[src/rtl/id_stage_reg.sv]
// ARM decode stage with integrated ID/EX register, bypassed register file,
// condition check against live status, and stall/flush capture control.
// Ports: clk, rst (async active-low); pc_in, instr_in, in_valid, stall, flush,
// status, wb_en/wb_addr/wb_data in; src1_addr, src2_addr, two_src (comb) and
// registered pc_out, control bits, exe_cmd, operands, immediates, dest, status_out.
module id_stage_reg #(
   parameter int DATA_W = 32,
   parameter int NREGS  = 16,
   localparam int AW = ($clog2(NREGS) < 4) ? 4 : $clog2(NREGS)
) (
   input  logic              clk,
   input  logic              rst,
   input  logic [DATA_W-1:0] pc_in,
   input  logic [31:0]       instr_in,
   input  logic              in_valid,
   input  logic              stall,
   input  logic              flush,
   input  logic [3:0]        status,
   input  logic              wb_en,
   input  logic [AW-1:0]     wb_addr,
   input  logic [DATA_W-1:0] wb_data,
   output logic [AW-1:0]     src1_addr,
   output logic [AW-1:0]     src2_addr,
   output logic              two_src,
   output logic [DATA_W-1:0] pc_out,
   output logic              valid_out,
   output logic              mem_read,
   output logic              mem_write,
   output logic              wb_en_out,
   output logic              branch_taken,
   output logic              status_we,
   output logic [3:0]        exe_cmd,
   output logic [DATA_W-1:0] val_rn,
   output logic [DATA_W-1:0] val_rm,
   output logic              imm,
   output logic [11:0]       shift_operand,
   output logic [23:0]       signed_imm24,
   output logic [AW-1:0]     dest,
   output logic [3:0]        status_out
);

   localparam logic [AW:0] NR = (AW+1)'(NREGS);

   logic [3:0] cond, opcode, rn, rd, rm;
   logic [1:0] mode;
   logic       i_bit, s_bit, is_str;

   assign cond   = instr_in[31:28];
   assign mode   = instr_in[27:26];
   assign i_bit  = instr_in[25];
   assign opcode = instr_in[24:21];
   assign s_bit  = instr_in[20];
   assign rn     = instr_in[19:16];
   assign rd     = instr_in[15:12];
   assign rm     = instr_in[3:0];

   // Stores read Rd as the data to write, so it replaces Rm as source 2.
   assign is_str    = (mode == 2'b01) & ~s_bit;
   assign src1_addr = AW'(rn);
   assign src2_addr = is_str ? AW'(rd) : AW'(rm);
   assign two_src   = in_valid & (((mode == 2'b00) & ~i_bit) | is_str);

   logic n_f, z_f, c_f, v_f, cond_ok;
   assign {n_f, z_f, c_f, v_f} = status;

   always_comb begin
      cond_ok = 1'b0;
      case (cond)
         4'h0: cond_ok = z_f;
         4'h1: cond_ok = ~z_f;
         4'h2: cond_ok = c_f;
         4'h3: cond_ok = ~c_f;
         4'h4: cond_ok = n_f;
         4'h5: cond_ok = ~n_f;
         4'h6: cond_ok = v_f;
         4'h7: cond_ok = ~v_f;
         4'h8: cond_ok = c_f & ~z_f;
         4'h9: cond_ok = ~c_f | z_f;
         4'ha: cond_ok = (n_f == v_f);
         4'hb: cond_ok = (n_f != v_f);
         4'hc: cond_ok = ~z_f & (n_f == v_f);
         4'hd: cond_ok = z_f | (n_f != v_f);
         4'he: cond_ok = 1'b1;
         default: cond_ok = 1'b0;
      endcase
   end

   logic [3:0] d_exe;
   logic       d_wb, d_mr, d_mw, d_bt, d_swe, op_ok;

   always_comb begin
      d_exe = 4'b0000;
      d_wb  = 1'b0;
      d_mr  = 1'b0;
      d_mw  = 1'b0;
      d_bt  = 1'b0;
      op_ok = 1'b0;
      case (mode)
         2'b00: begin
            op_ok = 1'b1;
            d_wb  = 1'b1;
            case (opcode)
               4'b1101: d_exe = 4'b0001;
               4'b1111: d_exe = 4'b1001;
               4'b0100: d_exe = 4'b0010;
               4'b0101: d_exe = 4'b0011;
               4'b0010: d_exe = 4'b0100;
               4'b0110: d_exe = 4'b0101;
               4'b0000: d_exe = 4'b0110;
               4'b1100: d_exe = 4'b0111;
               4'b0001: d_exe = 4'b1000;
               4'b1010: begin d_exe = 4'b0100; d_wb = 1'b0; end
               4'b1000: begin d_exe = 4'b0110; d_wb = 1'b0; end
               default: begin op_ok = 1'b0; d_wb = 1'b0; end
            endcase
         end
         2'b01: begin
            d_exe = 4'b0010;
            d_mr  = s_bit;
            d_mw  = ~s_bit;
            d_wb  = s_bit;
         end
         2'b10: d_bt = 1'b1;
         default: ;
      endcase
   end

   assign d_swe = op_ok & s_bit;

   logic [DATA_W-1:0] rf [NREGS];

   always_ff @(posedge clk or negedge rst) begin
      if (!rst) begin
         for (int k = 0; k < NREGS; k++) rf[k] <= '0;
      end else if (wb_en && ({1'b0, wb_addr} < NR)) begin
         rf[wb_addr] <= wb_data;
      end
   end

   // Write-first: a same-cycle write-back is forwarded to the decode.
   logic [DATA_W-1:0] rd1, rd2;

   always_comb begin
      rd1 = '0;
      if (wb_en && (src1_addr == wb_addr)) rd1 = wb_data;
      else if ({1'b0, src1_addr} < NR) rd1 = rf[src1_addr];
   end

   always_comb begin
      rd2 = '0;
      if (wb_en && (src2_addr == wb_addr)) rd2 = wb_data;
      else if ({1'b0, src2_addr} < NR) rd2 = rf[src2_addr];
   end

   // A stall or flush injects a bubble; only a plain stall holds data.
   logic cap, load;
   assign cap  = ~(flush | stall) & in_valid & cond_ok;
   assign load = flush | ~stall;

   always_ff @(posedge clk or negedge rst) begin
      if (!rst) begin
         valid_out     <= 1'b0;
         mem_read      <= 1'b0;
         mem_write     <= 1'b0;
         wb_en_out     <= 1'b0;
         branch_taken  <= 1'b0;
         status_we     <= 1'b0;
         pc_out        <= '0;
         exe_cmd       <= '0;
         val_rn        <= '0;
         val_rm        <= '0;
         imm           <= 1'b0;
         shift_operand <= '0;
         signed_imm24  <= '0;
         dest          <= '0;
         status_out    <= '0;
      end else begin
         valid_out    <= cap;
         mem_read     <= cap & d_mr;
         mem_write    <= cap & d_mw;
         wb_en_out    <= cap & d_wb;
         branch_taken <= cap & d_bt;
         status_we    <= cap & d_swe;
         if (load) begin
            pc_out        <= pc_in;
            exe_cmd       <= d_exe;
            val_rn        <= rd1;
            val_rm        <= rd2;
            imm           <= i_bit;
            shift_operand <= instr_in[11:0];
            signed_imm24  <= instr_in[23:0];
            dest          <= AW'(rd);
            status_out    <= status;
         end
      end
   end

endmodule

[config.mk]
export PLATFORM = sky130hd
export DESIGN_NAME = id_stage_reg
export DESIGN_NICKNAME = d
export VERILOG_FILES = /design/src/rtl/id_stage_reg.sv
export SDC_FILE = /design/constraint.sdc
export NUM_CORES = 1
export LEC_CHECK = 0
export CAP_MARGIN = 20
export CORE_MARGIN = 2
export CORE_UTILIZATION = 40
export DETAILED_ROUTE_END_ITERATION = 6
export PLACE_DENSITY_LB_ADDON = 0.3
export SLEW_MARGIN = 20
export SYNTH_ARGS = -nofsm -noshare
export SYNTH_HDL_FRONTEND = slang
export SYNTH_SLANG_ARGS = --single-unit
[constraint.sdc]
create_clock -name clk -period 8.1 [get_ports clk]
set_clock_uncertainty 0.05 [all_clocks]
set_input_delay 2.43 -clock clk [delete_from_list [all_inputs] [get_ports clk]]
set_output_delay 2.43 -clock clk [all_outputs]
set_load 0.02 [all_outputs]
## Yosys cells after proc, flatten, opt, wreduce, memory -nomap -nowiden

Cells that the tools add are included.

| word-level totals | value |
|---|---|
| output and inout bits | 160 |
| register bits | 663 |
| bits of input ports | 110 |

| cells by class | value |
|---|---|
| magnitude comparators | 4 |
| multiplexer cells | 22 |
| reductions and logical operators | 10 |
| eq/ne operators | 30 |
| bitwise gates (word level) | 29 |

Operator list:

| cell | number |
|---|---|
| 512-bit bitwise mux | 1 |
| 32-bit binary-select mux with 4-bit select | 2 |
| 32-bit 2-to-1 mux | 7 |
| 32-bit demux with 4-bit select | 1 |
| 4-bit == test, second input constant | 12 |
| 4-bit one-hot mux with 9 select lines | 1 |
| 4-bit by 3-bit == test with 1-bit output, second input constant | 7 |
| 5-bit >= comparator, second input constant | 3 |
| 4-bit inverter with 5-bit output | 3 |
| 1-bit one-hot mux with 15 select lines | 1 |
| 1-bit AND | 13 |
| 4-bit by 2-bit == test with 1-bit output, second input constant | 3 |
| 11-bit OR reduction | 1 |
| 9-bit OR reduction | 1 |
| 4-bit by 1-bit == test with 1-bit output, second input constant | 2 |
| 4-bit == test | 2 |
| 4-bit zero test | 2 |
| 1-bit inverter | 8 |
| 4-bit one-hot mux with 2 select lines | 1 |
| 1-bit 2-to-1 mux | 6 |
| 5-bit by 1-bit < comparator with 1-bit output, second input constant | 1 |
| 1-bit OR | 5 |
| 4-bit 2-to-1 mux | 1 |
| 2-bit OR reduction | 2 |
| other kinds (7) | 9 |

## Logic depth before layout (Yosys ltp)

Gate-level depths: netlist of the first run.

| depth | value |
|---|---|
| depth after elaboration | 8 |
| depth in mapped cells | 10 |

## Worst setup path before layout of the first run

OpenSTA, ideal clock, no wires.

| timing path | value |
|---|---|
| path kind | in2out |
| start point | input instr_in[27] |
| end point | output src2_addr[2] |
| data required time | 5.620 ns |
| buffers on the path | 4 |
| setup slack | 1.780 ns |
| cell stages on the path | 7 |
| arrival | 3.840 ns |
| cells stage by stage | buf_2 -> nor3b_2 -> buf_2 -> clkbuf_1 -> clkbuf_1 -> nand2_1 -> o21ai_0 |

| on the way | value |
|---|---|
| word-level cells in the longest chain between the ends | 3 |

Ends and longest elaborated chain:

| what | RTL line | RTL |
|---|---|---|
| start: declaration | 14 | `input logic [31:0] instr_in,` |
| 2-bit by 1-bit == test with 1-bit output | 58 | `assign is_str = (mode == 2'b01) & ~s_bit;` |
| 1-bit AND | 58 |  |
| 4-bit 2-to-1 mux | 60 | `assign src2_addr = is_str ? AW'(rd) : AW'(rm);` |
| end: declaration | 23 | `output logic [AW-1:0] src2_addr,` |

Every way passes these cells.

## Worst setup path in the final report of the first run

| timing path | value |
|---|---|
| start point | input instr_in[26] |
| end point | output src2_addr[1] |

The elaborated chain is that of the path after synthesis.

==> results of run 1 <==
[stage by stage]
stage | cells | cell area, um2 | power, mW | hold slack (ps) | util [%]
after CTS | 4460 | 42700 | 10.6 | 417 | 46.7
after global routing | 4460 | 42700 | 11.1 | 432 | 46.7
after detailed placement | 4336 | 40300 | 7.31 | 404 | 44.2
final | 4461 | 42700 | 10.6 | 412 | 46.7
after global placement | 4335 | 40300 | 7.22 | 399 | 44.1
after floorplan | 3125 | 36800 | 6.35 | 432 | -
[cell type report]
cell class | count | area (um2) | area share [%]
Multi-Input combinational cell | 2157 | 19300 | 45.3
Sequential cell | 647 | 16200 | 37.9
Timing Repair Buffer | 334 | 3300 | 7.74
Clock buffer | 106 | 2100 | 4.93
Tap cell | 1186 | 1480 | 3.48
Clock inverter | 18 | 216 | 0.507
Inverter | 12 | 45.0 | 0.106
Antenna cell | 1 | 2.50 | 0.00586
[routing by layer]
metal  share of wire (%)  GRT usage (%)  vias to the layer above
met4                 3.2           8.86                        4
li1                    -              -                    11700
met5               0.013              0                        -
met3                 8.0           4.86                      254
met2                  45           38.5                     1206
met1                  44           36.2                    14300
[registers in the layout, summed over array words and instances (netlist names)]
name / count
status_out: 4
signed_imm24: 13
val_rm: 32
status_we: 1
imm: 1
valid_out: 1
val_rn: 32
exe_cmd: 4
rf: 512
pc_out: 32
wb_en_out: 1
mem_write: 1
branch_taken: 1
mem_read: 1
shift_operand: 11
[kinds of logic (layout without fill, tap and decap cells)]
logic type      Yosys count  after routing
mux                    1127           1127
simple gates            701            701
flops                   647            647
buf+inv                 321            470
compound gates          320            320
xor+xnor                  9              9
other cells               0              1
[worst max-delay path, stage by stage]
cell	delay, ps
sky130_fd_sc_hd__clkdlybuf4s50_1	740
sky130_fd_sc_hd__nor3b_4	500
sky130_fd_sc_hd__mux2i_4	380
sky130_fd_sc_hd__inv_1	110
sky130_fd_sc_hd__clkdlybuf4s50_1	550
[worst max path at each step]
| stage | start | end | slack, ps | depth (start not counted) |
|---|---|---|---|---|
| floorplan | instr_in[27] | src2_addr[2] | 1780 | 7 |
| global placement | instr_in[26] | src2_addr[1] | 930 | 5 |
| detailed placement | instr_in[26] | src2_addr[1] | 910 | 5 |
| CTS | instr_in[26] | src2_addr[1] | 890 | 5 |
| global route | instr_in[26] | src2_addr[1] | 820 | 5 |
| finish | instr_in[26] | src2_addr[1] | 910 | 5 |
[synth_stat cells (35+ instances only)]
library cell and count:
sky130_fd_sc_hd__nand3_1 70, sky130_fd_sc_hd__nor3_1 101, sky130_fd_sc_hd__buf_2 57, sky130_fd_sc_hd__mux2_2 490, sky130_fd_sc_hd__nand2_1 348, sky130_fd_sc_hd__a21oi_1 99, sky130_fd_sc_hd__buf_1 35, sky130_fd_sc_hd__mux2i_1 452
sky130_fd_sc_hd__dfrtp_1 647, sky130_fd_sc_hd__nor2_1 146, sky130_fd_sc_hd__clkbuf_1 186, sky130_fd_sc_hd__mux4_2 160, sky130_fd_sc_hd__o22ai_1 159
[power groups by stage]
| stage | Clock [mW] | Sequential (mW) | Combinational, mW |
|---|---|---|---|
| 2_1_floorplan | 0 | 4.55 | 1.81 |
| 3_3_place_gp | 0 | 4.59 | 2.64 |
| 3_5_place_dp | 0 | 4.62 | 2.69 |
| 4_1_cts | 3.37 | 4.56 | 2.70 |
| 5_1_grt | 3.50 | 4.67 | 2.91 |
| 6_report | 3.30 | 4.59 | 2.69 |
==> results.md, run 1 <==
* Result of the run: finished, final reports clean
* Most frequent standard cell in the layout excluding fill and tap cells: sky130_fd_sc_hd__dfrtp_1
* Startpoint of the tightest hold check path: pc_out[27]
* Net count of the finished layout at approximately 3300
* Number of clock sinks at roughly 650
* Detailed Routing Iterations Pass 1 at 5
* Post-synthesis average cell area at 11.8 um2
* Flops & latches, synth at ~650
* Num CTS Buffers at 72
* Clock tree root driver cell: sky130_fd_sc_hd__clkbuf_16
* Quantity of I/O buffers inserted on ports at 269
* Fraction of the mapped netlist area in simple logic gates at a little over 8%
* Yosys top cell area share at 44.0%
* Clock share of power at between 30% and 40%
* Worst endpoint required time at around 5600 ps
* DIE HEIGHT at between 300 and 400 um
* DRC Markers at 0
* Startpoint Class: input pin
* Main area contributors after synthesis: sky130_fd_sc_hd__dfrtp_1, sky130_fd_sc_hd__mux2_2, sky130_fd_sc_hd__mux2i_1
* Total leakage power at between 15 and 20 nW
* Worst hold path endpoint: pc_out[27]
* Area added between synthesis and finish at 16.1%
* Number of different library cells in the post-synthesis netlist at 50
* Maximum clock frequency at 139 MHz
* Register-to-register setup slack at just over 6000 ps
* Wire length of the first global-routing pass at roughly 180 mm
* Average via count per standard cell at 6.15
* Logic pwr share at around a quarter
* Starting density of the core at 40.2%
* Average wire length per cell after detail routing at 27.1 um
* Setup WS pre-CTS at 912 ps
* Post-synthesis async set-or-reset flop share at 100%
* Total global-route track usage at around a quarter
* Cell count of the worst reg-to-reg path at 4
* Maximum number of pins on one net before global-route repair at between 150 and 200
* Mapped Nets at roughly 3200
* Adder-cell share of the synthesized area at 0%
* Detailed Route WL at between 100 and 150 mm
* Remaining antenna violation count after routing at 0
* Cell area after synthesis at 0.0368 mm2
* Post-route fraction of the period consumed by the critical path at 88.8%
* Net switching share of the total power at a little under a third
* Final setup violation count at 0
* Max cap viols at 0
* IO Count at between 200 and 300
* Kind of end point of the critical path: primary output
* Number of antenna violations at the first check in global routing at 2
* Filler cell count at around 8200
* Classification of the worst-slack hold path: reg -> reg
* Main combinational cell family by area after synthesis: multiplexers
* Via count at 27400
* Die Span X at 307 um
* Internal portion of total power at 7.35 mW
* Sequential share of the synthesized area at between 40 and 50%
* Worst max-slew margin expressed relative to the limit at between 20% and 30%
* Register clock-pin slew on the reported worst setup and hold paths at ~50 ps
* Cts hold-fix bufs at 0
* Proportion of power drawn by flip-flops and latches at 43.3%
* CTS resizes at 0
* Number of flops mapped to enable cells by yosys at 0
* XOR/XNOR share of the synthesized area at less than 1%
* Worst endpoint data arrival time at 4710 ps
* Worst VDD drop at between 150 and 200 uV
* Final Hold Vio Count at 0
* Share of synthesized area spent on multiplexers at 37.9%
* Time the final worst path needs with I/O delays and setup at around 7000 ps
* Total core area at around 0.09 mm2
* Worst Setup Slack, final at about 900 ps
* Die area at between 0.09 and 0.1 mm2
* Critical register-to-register path endpoint: val_rn[12]
* Cell taking the most area after synthesis: sky130_fd_sc_hd__dfrtp_1
* CTS tree: built
* Share of final-layout standard cells stronger than drive strength 1 at ~27%
* Unrepaired setup endpoints after global routing: false
* Top_reg_cell synth: sky130_fd_sc_hd__dfrtp_1
* Gr ovfl total at 0
* Count of warnings emitted by yosys at 0
* Cell depth of the worst hold path at 2
* Complex-gate fraction of the synthesized area at 5.92%
* Top library cells by usage in the layout, fill and taps aside: sky130_fd_sc_hd__dfrtp_1, sky130_fd_sc_hd__mux2_2, sky130_fd_sc_hd__mux2i_1, sky130_fd_sc_hd__nand2_1, sky130_fd_sc_hd__clkdlybuf4s50_1
* Type of the worst setup path: in -> out
* Post CTS Setup Buffer Count at 0
* Clock H-tree levels at 3
* Pwr dens at 248 mW/mm2
* Later-pin clock latency in the skew report at 630 ps
* Detailed placer's ending HPWL at ~68 mm
* Actual slew at the worst max-slew pin at about 1100 ps
* Switching power at around 3.2 mW
* Cells after synthesis at between 3000 and 4000
* Clock tree buffer depth at 3
* Slew Viols, Final at 0
* Maximum fanout encountered on the critical timing path at 12
* Detailed Route Iter0 Violations at about 2400
* Setup TNS at 0 ps
* Via count of the first global-routing pass at between 20000 and 30000
* RD Place Congestion at between 0.7 and 0.8
* R2r startpoint: rf[140]
* Std-Cell Rows at roughly 110
Note: power is estimated with default switching activity, not from simulation.
==> inputs of run 2 (changes only) <==
--- a/config.mk
+++ b/config.mk
@@ -8,8 +8,9 @@
 export CAP_MARGIN = 20
 export CORE_MARGIN = 2
 export CORE_UTILIZATION = 40
+export CTS_CLUSTER_DIAMETER = 40
 export DETAILED_ROUTE_END_ITERATION = 6
-export PLACE_DENSITY_LB_ADDON = 0.3
+export PLACE_DENSITY = 0.64
 export SLEW_MARGIN = 20
 export SYNTH_ARGS = -nofsm -noshare
 export SYNTH_HDL_FRONTEND = slang
==> run 2 against run 1 <==
  * Clock power is 46% higher
  * Non-clock buffer count is 5 lower
  * Hold slack worse by 1.2 ps
  * Total power is 15% higher
  * Fmax is 0.86% lower
  * Design area is 3.4% higher
  * Combinational power hardly changed
  * Setup slack worse by 62 ps
  * Critical path depth stayed put
  * Sequential power hardly changed
  * Critical endpoint is now src2_addr[2]
  * First-iteration DRC count is 8.5% higher
  * Register-to-register slack better by 80 ps
  * Largest power group is now clock
==> results.md, run 2 (same netlist as run 1, synthesis figures left out) <==
* IO Count at 270
* Worst endpoint required time at 5620 ps
* Final Hold Vio Count at 0
* Setup WS pre-CTS at roughly 860 ps
* Clock tree buffer depth at 3
* Util after Layout at around half
* Remaining antenna violation count after routing at 0
* Overall power at roughly 12 mW
* Die Span X at just over 300 um
* Share of final-layout standard cells stronger than drive strength 1 at slightly below 30%
* Number of antenna violations at the first check in global routing at 1
* DIE HEIGHT at 307 um
* Clock share of power at 39.8%
* Number of clock sinks at 647
* Net count of the finished layout at around 3400
* Actual slew at the worst max-slew pin at around 1200 ps
* Area added between synthesis and finish at 20.1%
* Wire length of the first global-routing pass at approximately 180 mm
* Startpoint Class: input pin
* Clock tree root driver cell: sky130_fd_sc_hd__clkbuf_16
* Maximum fanout encountered on the critical timing path at 19
* Starting density of the core at about two fifths
* Worst hold path endpoint: status_out[2]
* Finished Layout Cells at around 4500
* Detailed Route WL at around 120 mm
* Top library cells by usage in the layout, fill and taps aside: sky130_fd_sc_hd__dfrtp_1, sky130_fd_sc_hd__mux2_2, sky130_fd_sc_hd__mux2i_1, sky130_fd_sc_hd__nand2_1, sky130_fd_sc_hd__clkdlybuf4s50_1
* R2r startpoint: rf[149]
* Total global-route track usage at between 20% and 30%
* Later-pin clock latency in the skew report at 670 ps
* Pwr dens at ~270 mW/mm2
* Hold_ws at 411 ps
* Gr ovfl total at 0
* Max FFs per register at a little over 500
* Num CTS Buffers at around 100
* Most flops, register: rf
* Total core area at slightly above 0.09 mm2
* Setup TNS at 0 ps
* Via count of the first global-routing pass at about 28000
* Final setup violation count at 0
* Type of the worst setup path: in -> out
* Cell count of the worst reg-to-reg path at 4
* Cts hold-fix bufs at 0
* Time the final worst path needs with I/O delays and setup at between 7000 and 8000 ps
* Worst max-slew margin expressed relative to the limit at 22.0%
* Startpoint of the tightest hold check path: status_out[2]
* Internal portion of total power at approximately 8.5 mW
* Via count at between 20000 and 30000
* Register-to-register setup slack at 6290 ps
* Std-Cell Rows at between 100 and 150
* Detailed placer's ending HPWL at approximately 66 mm
* Unrepaired setup endpoints after global routing: false
* Most frequent standard cell in the layout excluding fill and tap cells: sky130_fd_sc_hd__dfrtp_1
* Result of the run: finished, final reports clean
* Cell count after placement at ~4300
* Detailed Route Iter0 Violations at 2625
* Logic pwr share at 22.2%
* Clock H-tree levels at 3
* CTS tree: built
* Worst VDD drop at approximately 180 uV
* Net switching share of the total power at about 30%
* DRC Markers at 0
* Kind of end point of the critical path: primary output
* Classification of the worst-slack hold path: reg -> reg
* RD Place Congestion at roughly 0.8
* Proportion of power drawn by flip-flops and latches at between 30% and 40%
* Register clock-pin slew on the reported worst setup and hold paths at 50 ps
* Worst Setup Slack, final at between 800 and 900 ps
* Max cap viols at 0
* Quantity of I/O buffers inserted on ports at 269
* Critical register-to-register path endpoint: val_rn[21]
* Detailed Routing Iterations Pass 1 at 6
* Cell Area, Placed at between 0.04 and 0.05 mm2
* CTS resizes at 0
* Post CTS Setup Buffer Count at 0
* Total leakage power at 19.1 nW
* Worst endpoint data arrival time at 4770 ps
* Cell depth of the worst hold path at 2
* Slew Viols, Final at 0
* Average via count per standard cell at between 6 and 7
* Average wire length per cell after detail routing at 26.7 um
* Switching power at ~3.6 mW
* Final std cell area, no fill at 0.0441 mm2
* Maximum clock frequency at 138 MHz
* Die area at approximately 0.094 mm2
* Post-route fraction of the period consumed by the critical path at 89.5%
* Maximum number of pins on one net before global-route repair at approximately 170
run 2: layer usage:
metal  GRT usage, %  wire length, um
met1           36.0            52900
met4           8.33             3450
met2           38.9            54700
met3           5.13             9920
met5              0                0
run 2: how the worst max path moves through the flow:
stage                      start      endpoint  slack [ps]  depth (start not counted)
floorplan           instr_in[27]  src2_addr[2]        1780                          7
global placement    instr_in[26]  src2_addr[2]         890                          5
detailed placement  instr_in[26]  src2_addr[2]         860                          5
CTS                 instr_in[26]  src2_addr[2]         840                          5
global route        instr_in[26]  src2_addr[2]         730                          5
finish              instr_in[26]  src2_addr[2]         850                          5
run 2: area by class of cell:
| cell class | instances | area (um2) |
|---|---|---|
| Clock buffer | 124 | 2800 |
| Sequential cell | 647 | 16200 |
| Timing Repair Buffer | 329 | 3280 |
| Antenna cell | 1 | 2.50 |
| Multi-Input combinational cell | 2157 | 19300 |
| Tap cell | 1186 | 1480 |
| Inverter | 12 | 45.0 |
| Fill cell | 8077 | 47300 |
| Clock inverter | 73 | 1010 |
run 2: power by group through the flow:
stage,clock network (mW),registers [mW],logic [mW]
after floorplan,0,4.55,1.81
after global placement,0,4.60,2.63
after detailed placement,0,4.63,2.68
after CTS,4.88,4.59,2.69
after global routing,5.04,4.71,2.90
final,4.82,4.61,2.69
run 2: critical path: stages:
cell and delay, ps:
sky130_fd_sc_hd__clkdlybuf4s50_1 720, sky130_fd_sc_hd__nor3b_4 490, sky130_fd_sc_hd__buf_4 390, sky130_fd_sc_hd__o21ai_0 170
sky130_fd_sc_hd__clkdlybuf4s50_1 560
